<file path="config.mk">
export PLATFORM = sky130hd
export DESIGN_NAME = tennis_score_keeper
export DESIGN_NICKNAME = d
export VERILOG_FILES = /design/src/rtl/tennis_score_keeper.sv
export SDC_FILE = /design/constraint.sdc
export NUM_CORES = 1
export LEC_CHECK = 0
export ABC_AREA = 1
export ABC_CLOCK_PERIOD_IN_PS = 1600
export BUFFER_PORTS_ARGS = -buffer_cell sky130_fd_sc_hd__buf_2
export CORE_MARGIN = 8
export CORE_UTILIZATION = 62
export CTS_BUF_LIST = sky130_fd_sc_hd__clkbuf_16
export CTS_CLUSTER_DIAMETER = 50
export CTS_CLUSTER_SIZE = 14
export DETAILED_ROUTE_END_ITERATION = 7
export GPL_TIMING_DRIVEN = 0
export PLACE_DENSITY = 0.89
export SYNTH_ARGS = -nofsm -noshare
export SYNTH_HDL_FRONTEND = slang
export SYNTH_SLANG_ARGS = --single-unit
</file>
<file path="constraint.sdc">
create_clock -name clk -period 1.6 [get_ports clk]
set_input_delay 0.16 -clock clk [delete_from_list [all_inputs] [get_ports clk]]
set_output_delay 0.16 -clock clk [all_outputs]
set_load 0.005 [all_outputs]
</file>
<file path="src/rtl/tennis_score_keeper.sv">
// tennis_score_keeper: button front end (synchroniser, debouncer, rising-edge
// detector) feeding a two-state game FSM that keeps one game to 3 points.
// The scores freeze once a player reaches 3, so the display never sees 3-3.
module tennis_score_keeper #(
  parameter int DEBOUNCE_CYCLES = 1000000
) (
  input  logic       clk,
  input  logic       rst,
  input  logic       btn0,
  input  logic       btn1,
  input  logic       btn_new,
  output logic [1:0] p0,
  output logic [1:0] p1,
  output logic       game_over,
  output logic       winner
);

  localparam int CNT_W = $clog2(DEBOUNCE_CYCLES + 1);
  // The level flips on the edge where the counter would reach DEBOUNCE_CYCLES,
  // so the compare value is one below it.
  localparam logic [CNT_W-1:0] CNT_LAST = CNT_W'(DEBOUNCE_CYCLES - 1);

  typedef enum logic {
    PLAY = 1'b0,
    OVER = 1'b1
  } state_t;

  // Bit 0: player 0 point, bit 1: player 1 point, bit 2: new game
  logic [2:0] btn_raw;
  logic [2:0] pulse;
  logic       pt0;
  logic       pt1;
  logic       newg;

  assign btn_raw = {btn_new, btn1, btn0};

  genvar gi;
  generate
    for (gi = 0; gi < 3; gi++) begin : g_btn
      logic             sync1_reg;
      logic             sync2_reg;
      logic             level_reg;
      logic             level_d_reg;
      logic [CNT_W-1:0] cnt_reg;

      // Two-flop synchroniser for the raw asynchronous button
      always_ff @(posedge clk or negedge rst) begin
        if (!rst) begin
          sync1_reg <= 1'b0;
          sync2_reg <= 1'b0;
        end else begin
          sync1_reg <= btn_raw[gi];
          sync2_reg <= sync1_reg;
        end
      end

      // Debouncer: level follows the synchronised input only after it has
      // disagreed with the level for DEBOUNCE_CYCLES consecutive samples
      always_ff @(posedge clk or negedge rst) begin
        if (!rst) begin
          level_reg <= 1'b0;
          cnt_reg   <= '0;
        end else if (sync2_reg == level_reg) begin
          cnt_reg <= '0;
        end else if (cnt_reg == CNT_LAST) begin
          level_reg <= sync2_reg;
          cnt_reg   <= '0;
        end else begin
          cnt_reg <= cnt_reg + 1'b1;
        end
      end

      // Delayed copy of the debounced level for rising-edge detection
      always_ff @(posedge clk or negedge rst) begin
        if (!rst) begin
          level_d_reg <= 1'b0;
        end else begin
          level_d_reg <= level_reg;
        end
      end

      assign pulse[gi] = level_reg & ~level_d_reg;
    end
  endgenerate

  assign pt0  = pulse[0];
  assign pt1  = pulse[1];
  assign newg = pulse[2];

  state_t     state_reg;
  state_t     state_next;
  logic [1:0] p0_reg;
  logic [1:0] p0_next;
  logic [1:0] p1_reg;
  logic [1:0] p1_next;
  logic       winner_reg;
  logic       winner_next;

  // Game state and score registers
  always_ff @(posedge clk or negedge rst) begin
    if (!rst) begin
      state_reg  <= PLAY;
      p0_reg     <= 2'd0;
      p1_reg     <= 2'd0;
      winner_reg <= 1'b0;
    end else begin
      state_reg  <= state_next;
      p0_reg     <= p0_next;
      p1_reg     <= p1_next;
      winner_reg <= winner_next;
    end
  end

  // Next-state logic: new game beats everything; a tie of points scores nothing
  always_comb begin
    state_next  = state_reg;
    p0_next     = p0_reg;
    p1_next     = p1_reg;
    winner_next = winner_reg;
    if (newg) begin
      state_next  = PLAY;
      p0_next     = 2'd0;
      p1_next     = 2'd0;
      winner_next = 1'b0;
    end else if (state_reg == PLAY) begin
      if (pt0 && !pt1 && p0_reg != 2'd3) begin
        p0_next = p0_reg + 2'd1;
        if (p0_reg == 2'd2) begin
          state_next  = OVER;
          winner_next = 1'b0;
        end
      end else if (pt1 && !pt0 && p1_reg != 2'd3) begin
        p1_next = p1_reg + 2'd1;
        if (p1_reg == 2'd2) begin
          state_next  = OVER;
          winner_next = 1'b1;
        end
      end
    end
  end

  assign p0        = p0_reg;
  assign p1        = p1_reg;
  assign game_over = (state_reg == OVER);
  assign winner    = winner_reg;

endmodule

</file>
# [Yosys cells after proc, flatten, opt, wreduce, memory -nomap -nowiden]
# Cells that the tools add are included.
[op_classes] eq_ne=13 add_sub_neg=5 n_mux=25 n_reduce_logical=16 bitwise_logic=9
[op_table] operator="2-to-1 mux 20 bit" n=6
[op_table] operator="adder 20 x 1 -> 20 bit (second input constant)" n=3
[op_table] operator="== test 20 bit (second input constant)" n=3
[op_table] operator="2-to-1 mux 2 bit" n=7
[op_table] operator="2-to-1 mux 1 bit" n=12
[op_table] operator="!= test 2 bit (second input constant)" n=4
[op_table] operator="AND reduction 2 bit" n=4
[op_table] operator="inverter 1 bit" n=6
[op_table] operator="nonzero test 3 bit" n=2
[op_table] operator="adder 2 x 1 -> 2 bit (second input constant)" n=2
[op_table] operator="== test 2 bit (second input constant)" n=2
[op_table] operator="logical AND 1 bit" n=4
[op_table] operator="AND reduction 4 bit" n=1
[op_table] operator="nonzero test 2 bit" n=2
[op_table] operator="AND 1 bit" n=3
[op_table] operator="== test 1 bit" n=3
[op_table] operator="!= test 3 x 2 -> 1 bit (second input constant)" n=1
[op_table] operator="AND reduction 3 bit" n=1
[op_table] operator="zero test 1 bit" n=2
[totals] register_bits=78 output_inout_bits=6 word_cells=87 in_bits=5

# [Logic depth before layout (Yosys ltp)]
# Gate-level depths: netlist of run 1.
[logic_depth] word_depth=9 ltp_mapped=9

# [Least setup slack after synthesis of run 1]
# No wires, ideal clock.
[synth_timing] kind="flip-flop to flip-flop" from="reg g_btn[2].cnt_reg[0]" to="reg g_btn[2].cnt_reg[16]" path_slack_ns=0.290 path_buffers=0 stages_incl_launch_ff=7 synth_period_minus_slack_ns=1.310 required_ns=1.479 arrival_ns=1.189 cell_sequence="dfrtp_1 > ha_1 > nand3_1 > nor3_1 > nand3_1 > nand3_1 > nor2_1"
[synth_via] elab_chain_len=3 elab_cells_between_ends=4
[synth_lines] item="start: declaration" line_no="44" source="logic [CNT_W-1:0] cnt_reg;"
[synth_lines] item="start signal: assignment" line_no="69" source="cnt_reg <= cnt_reg + 1'b1;"
[synth_lines] item="adder 20 x 1 -> 20 bit / == test 20 bit (equally long branches)" line_no="69, 65"
[synth_lines] item="2-to-1 mux 20 bit *" line_no="65" source="end else if (cnt_reg == CNT_LAST) begin"
[synth_lines] item="2-to-1 mux 20 bit *" line_no="63" source="end else if (sync2_reg == level_reg) begin"
# Every way passes the cells marked *; elsewhere a longest branch is shown, timed or not.
# A chain may end at the register's enable or synchronous reset.

# [Final worst setup path of run 1]
[layout_timing] from="reg g_btn[1].cnt_reg[0]" to="reg g_btn[1].cnt_reg[12]"
[layout_via] elab_chain_len=3 elab_cells_between_ends=4
[layout_lines] item="start: declaration" line_no="44"
[layout_lines] item="start signal: assignment" line_no="69"
[layout_lines] item="adder 20 x 1 -> 20 bit / == test 20 bit (equally long branches)" line_no="69, 65"
[layout_lines] item="2-to-1 mux 20 bit *" line_no="65"
[layout_lines] item="2-to-1 mux 20 bit *" line_no="63"
# Marks and branches as above.

==> qor.yml, run 1 <==
outcome: "finished clean"
clk_pin_slew_ns: 0.06
largest_family_of_logic_cells_by_synthesized_area: "simple AND/OR/NAND/NOR gates"
timing_max_transition_violations_final: 0
count_of_final_setup_violators: 0
dr_total_vias: 3457
regArea_um2: 1952
diode_insertion_count_for_antenna_repair: 0
wl_per_cell_um: 13.40
cts.path.max_buffers: 2
post_synth.cell_area_avg_um2: 7.748
p_sw_w: 0.0009063
finalWeightedCongestion: 0.8977
synthMuxAreaShare: 0
dp.cells: 627
tritoncts: "yes"
synth.yosys.seq_area_share: 0.4700
synthXorXnorAreaFrac: 0.07171
synthesis.yosys.warnings: 0
pin_count_of_the_biggest_net_entering_global_routing: 69
synth-adder-area-share: 0.02109
final_nets: 575
timing.critical_path.from_type: "flop"
synth-simple-area-share: 0.3492
synth_compound_area_frac: 0.03194
worstPathArrival_ns: 1.70
multi_input_comb_area_um2: 2004
tritoncts.num_buffers: 9
power_density_nw_per_um2: 851.6
via_count_of_the_first_global_routing_pass: 3392
detailedRoute.firstIterationViolations: 209
worstSkewPairLatency_ns: 0.33
worst_slew_margin_rel: 0.6259
synth_seq_cells: 78
cap_violations: 0
dpl.hpwl_um: 6106
design.core.area_um2: 6644
worst_pin_slew_ns: 0.5593
power.combinational.fraction: 0.034
hold_class: "primary input to asynchronous set/reset pin"
initial_core_util: 0.6250
top_level_ports: 11
clock_sink_count: 78
layout_worst_path_cycle_share: 0.9274
area.growth.synth_to_final_pct: 12.77
ir_worst_vdd_mv: 0.7542
fin_setup_tns_ns: 0
power.static_leakage_nw: 2.119
cts_htree_levels: 3
syn-num-nets: 548
mostFrequentLayoutCell: "sky130_fd_sc_hd__nor2_1"
post-route-min-period_ns: 1.484
switching_share: 0.2272
die_h_um: 97.84
type_of_the_setup_path_with_the_least_slack: "flop to flop"
routed_wirelength_um: 8681
mostFrequentLayoutCells: "sky130_fd_sc_hd__nor2_1, sky130_fd_sc_hd__nand2_1, sky130_fd_sc_hd__dfrtp_1, sky130_fd_sc_hd__inv_1, sky130_fd_sc_hd__nand3_1"
grt_remaining_overflow: 0
synth_area_um2: 4153
final_layout_size_suffix_gt1_frac: 0.08979
netlist-cell-type-count: 25
internal_cell_power_w: 0.003082
timing.critical_path.required_ns: 1.81
fillCellCount: 477
finalClockSkew_ns: 0.005666
num_rows: 30
vias_per_cell: 5.335
final-instance-count-excl-fill: 648
placement.cell_area_um2: 4333
final_hold_viol_count: 0
seqPwrFrac: 0.506
drt.antenna.violating_nets: 0
worst_setup_path_end_kind: "flop"
global_route.usage.total: 0.1925
achievable-frequency_mhz: 674.0
fp.dieW_um: 97.84
total_iterations_of_the_first_detailed_routing_run: 6
worst-path-max-fanout: 4
netlist_instances: 536
antenna_violations_before_repair: 0
largest_register_ffs: 60
number_of_input_and_output_port_buffers_inserted: 10
final_area_um2: 4683
post-route-util: 0.7049
grt_first_pass_wirelength_um: 15190
clock_tree.root_cell: "sky130_fd_sc_hd__clkbuf_16"
clkPwrFrac: 0.459
drt_drc_violations_left: 0
design.die.area_um2: 9573
-- through the flow --
step | worst slack, ns | total power (W) | hold slack, ns
final | 0.1162 | 0.003988 | 0.2105
after global routing | -0.007763 | 0.004105 | 0.2183
after CTS | 0.04365 | 0.004014 | 0.2072
after detailed placement | 0.05238 | 0.002185 | 0.02244
after global placement | -0.1623 | 0.002171 | 0.2681
after floorplan | 0.2900 | 0.002113 | -0.1356
-- critical path: stages (launching register included) --
cell and delay (ns):
sky130_fd_sc_hd__dfrtp_1 0.36, sky130_fd_sc_hd__ha_1 0.23, sky130_fd_sc_hd__nand3_1 0.21, sky130_fd_sc_hd__nor3_4 0.24
sky130_fd_sc_hd__nand2_1 0.11, sky130_fd_sc_hd__xor2_1 0.15, sky130_fd_sc_hd__nor2_1 0.05
-- worst paths after layout --
| path | from | to | slack [ns] | cells past startpoint |
|---|---|---|---|---|
| min in group clk | g_btn[0].sync1_reg | g_btn[0].sync2_reg | 0.35 | 0 |
| worst max register to register | g_btn[1].cnt_reg[0] | g_btn[1].cnt_reg[12] | 0.12 | 6 |
| max in group asynchronous | rst | g_btn[1].cnt_reg[18] | 0.84 | 3 |
| worst max-delay path | g_btn[1].cnt_reg[0] | g_btn[1].cnt_reg[12] | 0.12 | 6 |
| worst min register to register | g_btn[0].sync1_reg | g_btn[0].sync2_reg | 0.35 | 0 |
| worst min-delay path | rst | g_btn[0].cnt_reg[8] | 0.21 | 2 |
-- synth_stat cells --
cell | count | area (µm²)
sky130_fd_sc_hd__nor2_1 | 131 | 491.7
sky130_fd_sc_hd__nand2_1 | 109 | 409.1
sky130_fd_sc_hd__dfrtp_1 | 78 | 1952
sky130_fd_sc_hd__nand3_1 | 62 | 310.3
sky130_fd_sc_hd__inv_1 | 59 | 221.5
sky130_fd_sc_hd__xor2_1 | 23 | 201.4
sky130_fd_sc_hd__a21oi_1 | 12 | 60.06
sky130_fd_sc_hd__o21ai_0 | 12 | 60.06
sky130_fd_sc_hd__xnor2_1 | 11 | 96.34
sky130_fd_sc_hd__ha_1 | 7 | 87.58
sky130_fd_sc_hd__and2_1 | 4 | 25.02
sky130_fd_sc_hd__nor2_2 | 4 | 25.02
sky130_fd_sc_hd__inv_2 | 3 | 11.26
sky130_fd_sc_hd__nand2_2 | 3 | 18.77
sky130_fd_sc_hd__nand3b_1 | 3 | 22.52
sky130_fd_sc_hd__nand4_1 | 3 | 18.77
sky130_fd_sc_hd__nand3_4 | 2 | 35.03
sky130_fd_sc_hd__nor3_1 | 2 | 10.01
sky130_fd_sc_hd__nor3_4 | 2 | 32.53
sky130_fd_sc_hd__a211oi_1 | 1 | 7.510
sky130_fd_sc_hd__nand2_4 | 1 | 11.26
sky130_fd_sc_hd__nand3_2 | 1 | 10.01
sky130_fd_sc_hd__nor2_4 | 1 | 11.26
sky130_fd_sc_hd__nor3b_4 | 1 | 18.77
sky130_fd_sc_hd__o21ai_1 | 1 | 5.000
-- layout make-up --
class | instances | area share
multi-input combinational | 396 | 0.4280
sequential | 78 | 0.4168
timing repair buffer | 16 | 0.02725
clock inverter | 7 | 0.008816
clock buffer | 9 | 0.04809
tap | 80 | 0.02137
inverter | 62 | 0.04969
-- power by group through the flow --
stage	Clock [W]	Sequential (W)	Combinational, W
finish	0.00183	0.00202	0.000137
global route	0.00192	0.00202	0.000161
CTS	0.00186	0.00202	0.000139
detailed placement	0	0.00205	0.000131
global placement	0	0.00205	0.000119
floorplan	0	0.00205	0.0000627
-- metal layers --
layer / track usage / wire length (µm)
met3: 0.04339 / 316
met1: 0.2409 / 4031
met2: 0.3124 / 4186
met5: 0 / 0
met4: 0.08273 / 146
-- what timing repair did --
item / CTS / global route
resized for setup: 0 / 8
buffers inserted: 0 / 1
setup endpoints to repair: 0 / 12
hold buffers: 4 / 0
endpoints found under the hold margin: 81 / 0
-- logic make-up (layout without fill, tap and decap cells) --
family | count (synthesis) | count (layout)
buffers and inverters | 62 | 94
AOI/OAI and AO/OA | 26 | 26
adders and majority gates | 7 | 7
xor gates and xnor gates | 34 | 34
DFF | 78 | 78
and+or+nand+nor | 329 | 329
Power figures use the tool's default switching activity.
==> run 2, diff against run 1 <==
--- a/config.mk
+++ b/config.mk
@@ -7,7 +7,7 @@
 export LEC_CHECK = 0
 export ABC_AREA = 1
 export ABC_CLOCK_PERIOD_IN_PS = 1600
-export BUFFER_PORTS_ARGS = -buffer_cell sky130_fd_sc_hd__buf_2
+export BUFFER_PORTS_ARGS = -buffer_cell sky130_fd_sc_hd__clkbuf_2
 export CORE_MARGIN = 8
 export CORE_UTILIZATION = 62
 export CTS_BUF_LIST = sky130_fd_sc_hd__clkbuf_16
==> qor.yml, run 2 (same netlist as run 1, synthesis figures left out) <==
achievable-frequency_mhz: 650.7
final_area_um2: 4767
mostFrequentLayoutCells: "sky130_fd_sc_hd__nor2_1, sky130_fd_sc_hd__nand2_1, sky130_fd_sc_hd__dfrtp_1, sky130_fd_sc_hd__nand3_1, sky130_fd_sc_hd__inv_1"
worstSkewPairLatency_ns: 0.34
num_rows: 30
timing_max_transition_violations_final: 0
grt_remaining_overflow: 0
routed_wirelength_um: 9314
total_iterations_of_the_first_detailed_routing_run: 6
post-route-min-period_ns: 1.537
wl_per_cell_um: 14.37
grt_first_pass_wirelength_um: 16250
cts.path.max_buffers: 2
dp.cells: 627
area.growth.synth_to_final_pct: 14.79
top_level_ports: 11
antenna_violations_before_repair: 0
design.core.area_um2: 6644
final_layout_size_suffix_gt1_frac: 0.09507
global_route.usage.total: 0.2083
worstPathArrival_ns: 1.77
mostFrequentLayoutCell: "sky130_fd_sc_hd__nor2_1"
finalClockSkew_ns: 0.006924
die_h_um: 97.84
finalWeightedCongestion: 0.9115
worst-path-max-fanout: 10
placement.cell_area_um2: 4333
tritoncts.num_buffers: 9
fillCellCount: 439
tritoncts: "yes"
hold_slack_ns: 0.3066
vias_per_cell: 5.509
largest_register_ffs: 60
outcome: "finished clean"
cts_htree_levels: 3
ir_worst_vdd_mv: 0.6554
drt_drc_violations_left: 0
detailedRoute.firstIterationViolations: 203
timing.critical_path.required_ns: 1.83
drt.antenna.violating_nets: 0
pin_count_of_the_biggest_net_entering_global_routing: 56
final_hold_viol_count: 0
type_of_the_setup_path_with_the_least_slack: "flop to flop"
clock_tree.root_cell: "sky130_fd_sc_hd__clkbuf_16"
worst_pin_slew_ns: 0.5438
clk_pin_slew_ns: 0.06
worst_setup_path_end_kind: "flop"
hold_class: "primary input to asynchronous set/reset pin"
cap_violations: 0
number_of_input_and_output_port_buffers_inserted: 10
initial_core_util: 0.6250
timing.critical_path.from_type: "flop"
clock_sink_count: 78
final_nets: 575
fp.dieW_um: 97.84
dpl.hpwl_um: 6147
power_density_nw_per_um2: 946.6
design.die.area_um2: 9573
dr_total_vias: 3570
diode_insertion_count_for_antenna_repair: 0
power.static_leakage_nw: 2.147
detailedPlace.worstSlack_ns: 0.01901
count_of_final_setup_violators: 0
finalWorstSetupSlack_ns: 0.06315
via_count_of_the_first_global_routing_pass: 3610
worst_slew_margin_rel: 0.6362
layout_worst_path_cycle_share: 0.9605
final-instance-count-excl-fill: 648
==> run 2: timing repair <==
item | 4_1_cts | 5_1_grt
hold buffers | 4 | 0
pin swaps | 0 | 1
gates resized for setup | 1 | 9
setup endpoints to repair | 2 | 13
buffers inserted | 0 | 1
endpoints found under the hold margin | 26 | 0
==> run 2: worst max-delay path, stage by stage (launching register included) <==
cell and delay (ns):
sky130_fd_sc_hd__dfrtp_1 0.43, sky130_fd_sc_hd__xor2_1 0.49, sky130_fd_sc_hd__inv_2 0.22, sky130_fd_sc_hd__a211oi_1 0.29
==> run 2: routing by layer <==
layer | share of wire | vias up | track usage
li1 | - | 1739 | -
met1 | 0.43 | 1689 | 0.2443
met2 | 0.49 | 110 | 0.3504
met3 | 0.048 | 32 | 0.04125
met4 | 0.029 | 0 | 0.1151
met5 | 0 | - | 0
==> run 2: cell type report <==
class | instances | area, µm² | share of cell area
inverters | 62 | 232.7 | 0.04882
clock inverters | 7 | 120.1 | 0.02520
well taps | 80 | 100.1 | 0.02100
clock buffers | 9 | 225.2 | 0.04724
repair buffers | 16 | 127.6 | 0.02677
multi-input cells | 396 | 2009 | 0.4215
flip-flops and latches | 78 | 1952 | 0.4094
==> run 2: where the power goes <==
| part | switching (W) | total, W | internal, W |
|---|---|---|---|
| Clock | 0.000824 | 0.00235 | 0.00153 |
| Sequential | 0.0000207 | 0.00202 | 0.00200 |
| Combinational | 0.0000937 | 0.000141 | 0.0000468 |
| Total | 0.000939 | 0.00451 | 0.00357 |
==> run 2: path summary, 6_finish.rpt <==
check / startpoint / end / slack [ns] / depth (start not counted)
setup / recovery: g_btn[2].level_reg / g_btn[2].cnt_reg[8] / 0.06 / 3
hold / removal: rst / g_btn[2].cnt_reg[13] / 0.31 / 2
setup reg to reg: g_btn[2].level_reg / g_btn[2].cnt_reg[8] / 0.06 / 3
hold reg to reg: g_btn[0].sync1_reg / g_btn[0].sync2_reg / 0.35 / 0
max in group asynchronous: rst / g_btn[0].cnt_reg[2] / 0.73 / 3
min in group clk: g_btn[0].sync1_reg / g_btn[0].sync2_reg / 0.35 / 0
==> run 2: through the flow <==
stage | utilization | setup TNS (ns) | power, W
2_1_floorplan | - | 0 | 0.002113
3_3_place_gp | 0.6476 | -25.11 | 0.002170
3_5_place_dp | 0.6522 | 0 | 0.002186
4_1_cts | 0.7109 | 0 | 0.004526
5_1_grt | 0.7175 | -0.002312 | 0.004626
6_report | 0.7175 | 0 | 0.004513
==> run 3, diff against run 2 <==
--- a/config.mk
+++ b/config.mk
@@ -8,6 +8,7 @@
 export ABC_AREA = 1
 export ABC_CLOCK_PERIOD_IN_PS = 1600
 export BUFFER_PORTS_ARGS = -buffer_cell sky130_fd_sc_hd__clkbuf_2
+export CORE_ASPECT_RATIO = 0.6
 export CORE_MARGIN = 8
 export CORE_UTILIZATION = 62
 export CTS_BUF_LIST = sky130_fd_sc_hd__clkbuf_16
==> qor.yml, run 3 (same netlist as run 1, synthesis figures left out) <==
timing.critical_path.cells: "ha_2 -> nor3b_4 -> nand3_4 -> nand2_4 -> nor2_1"
count_of_final_setup_violators: 0
clkPwrFrac: 0.475
p_sw_w: 0.0008884
wl_per_cell_um: 13.99
fp.dieW_um: 121.7
antenna_violations_before_repair: 0
type_of_the_setup_path_with_the_least_slack: "flop to flop"
cts.path.max_buffers: 2
routed_wirelength_um: 9137
worstSkewPairLatency_ns: 0.34
number_of_input_and_output_port_buffers_inserted: 10
timing.critical_path.required_ns: 1.83
grt_first_pass_wirelength_um: 15750
worst_slew_margin_rel: 0.6391
clock_tree.root_cell: "sky130_fd_sc_hd__clkbuf_16"
num_rows: 23
hold_class: "flop to flop"
dr_total_vias: 3565
tritoncts: "yes"
timing.critical_path.from_type: "flop"
design.core.area_um2: 6590
internal_cell_power_w: 0.003225
diode_insertion_count_for_antenna_repair: 0
top_level_ports: 11
initial_core_util: 0.6302
slowest_stage: "sky130_fd_sc_hd__dfrtp_1"
mostFrequentLayoutCell: "sky130_fd_sc_hd__nor2_1"
total_iterations_of_the_first_detailed_routing_run: 4
design.die.area_um2: 9659
cap_violations: 0
power_density_nw_per_um2: 875.3
grt_remaining_overflow: 0
worst_pin_slew_ns: 0.5395
area.growth.synth_to_final_pct: 13.17
finalClockSkew_ns: 0.008656
timing_max_transition_violations_final: 0
final_nets: 574
ir_worst_vdd_mv: 0.7628
rsz_0062_raised_after_global_routing: "no"
final_hold_viol_count: 0
worstPathArrival_ns: 1.71
pin_count_of_the_biggest_net_entering_global_routing: 43
worst_setup_path_end_kind: "flop"
post-route-min-period_ns: 1.479
vias_per_cell: 5.459
power.combinational.fraction: 0.034
mostFrequentLayoutCells: "sky130_fd_sc_hd__nor2_1, sky130_fd_sc_hd__nand2_1, sky130_fd_sc_hd__dfrtp_1, sky130_fd_sc_hd__inv_1, sky130_fd_sc_hd__nand3_1"
dpl.hpwl_um: 6515
drt.antenna.violating_nets: 0
clock_sink_count: 78
outcome: "finished clean"
global_route.usage.total: 0.2060
power.static_leakage_nw: 2.111
postCtsSetupBuffers: 0
finalWeightedCongestion: 0.9317
final-instance-count-excl-fill: 653
achievable-frequency_mhz: 676.3
tritoncts.num_buffers: 9
detailedRoute.firstIterationViolations: 366
cts_htree_levels: 3
layout_worst_path_cycle_share: 0.9242
dp.cells: 634
hold_slack_ns: 0.3521
drt_drc_violations_left: 0
die_h_um: 79.40
largest_register_ffs: 60
final_layout_size_suffix_gt1_frac: 0.08657
worst-path-max-fanout: 7
clk_pin_slew_ns: 0.06
via_count_of_the_first_global_routing_pass: 3367
cpPeakStageDelay_ns: 0.38
seqPwrFrac: 0.491
switching_share: 0.2160
==> run 3: path summary, 6_finish.rpt <==
| check | startpoint | endpoint | slack (ns) | cells after the start |
|---|---|---|---|---|
| worst min-delay path | g_btn[1].sync1_reg | g_btn[1].sync2_reg | 0.35 | 0 |
| max in group asynchronous | rst | game_over | 0.63 | 3 |
| worst min register to register | g_btn[1].sync1_reg | g_btn[1].sync2_reg | 0.35 | 0 |
| worst max register to register | g_btn[0].cnt_reg[0] | g_btn[0].cnt_reg[6] | 0.12 | 5 |
| worst max-delay path | g_btn[0].cnt_reg[0] | g_btn[0].cnt_reg[6] | 0.12 | 5 |
| min in group asynchronous | rst | g_btn[0].cnt_reg[2] | 0.37 | 2 |
==> run 3: final cells by class <==
class	count	area (µm²)
fillers	483	1891
multi-input cells	396	2012
clock inverters	6	56.30
clock buffers	9	225.2
well taps	87	108.9
repair buffers	15	112.6
inverters	62	232.7
flip-flops and latches	78	1952
==> run 3: per-stage QoR <==
stage / total power (W) / TNS, ns / utilization / area, µm² / worst slack (ns)
finish: 0.004113 / 0 / 0.7131 / 4700 / 0.1213
global route: 0.004262 / 0 / 0.7131 / 4700 / 0.001784
CTS: 0.004153 / 0 / 0.7065 / 4656 / 0.02126
detailed placement: 0.002185 / 0 / 0.6577 / 4334 / 0.03636
global placement: 0.002171 / -24.72 / 0.6543 / 4312 / -0.3215
floorplan: 0.002113 / 0 / - / 4153 / 0.2900
==> run 3: what timing repair did <==
action | 4_1_cts | 5_1_grt
endpoints found under the setup margin | 0 | 12
gates resized for setup | 0 | 10
hold buffers | 4 | 0
endpoints found under the hold margin | 39 | 0
==> run 3: per-layer routing <==
metal  vias up  track usage  routed length (µm)
li1       1725            -                   -
met1      1673       0.2726                4093
met2       150       0.3195                4110
met3        17      0.06073                 795
met4         0      0.06732                 138
met5         -            0                   0
==> run 3: power groups by stage <==
stage | clock network, W | registers (W) | logic, W
floorplan | 0 | 0.00205 | 0.0000627
global placement | 0 | 0.00205 | 0.000118
CTS | 0.00199 | 0.00202 | 0.000141
finish | 0.00195 | 0.00202 | 0.000139
detailed placement | 0 | 0.00205 | 0.000130
global route | 0.00208 | 0.00202 | 0.000163
==> run 3: worst max-delay path, delay by kind of cell (launching register included) <==
kind / cells / cell delay, ns
simple gates: 4 / 0.74
flops: 1 / 0.38
fa+ha+maj: 1 / 0.25
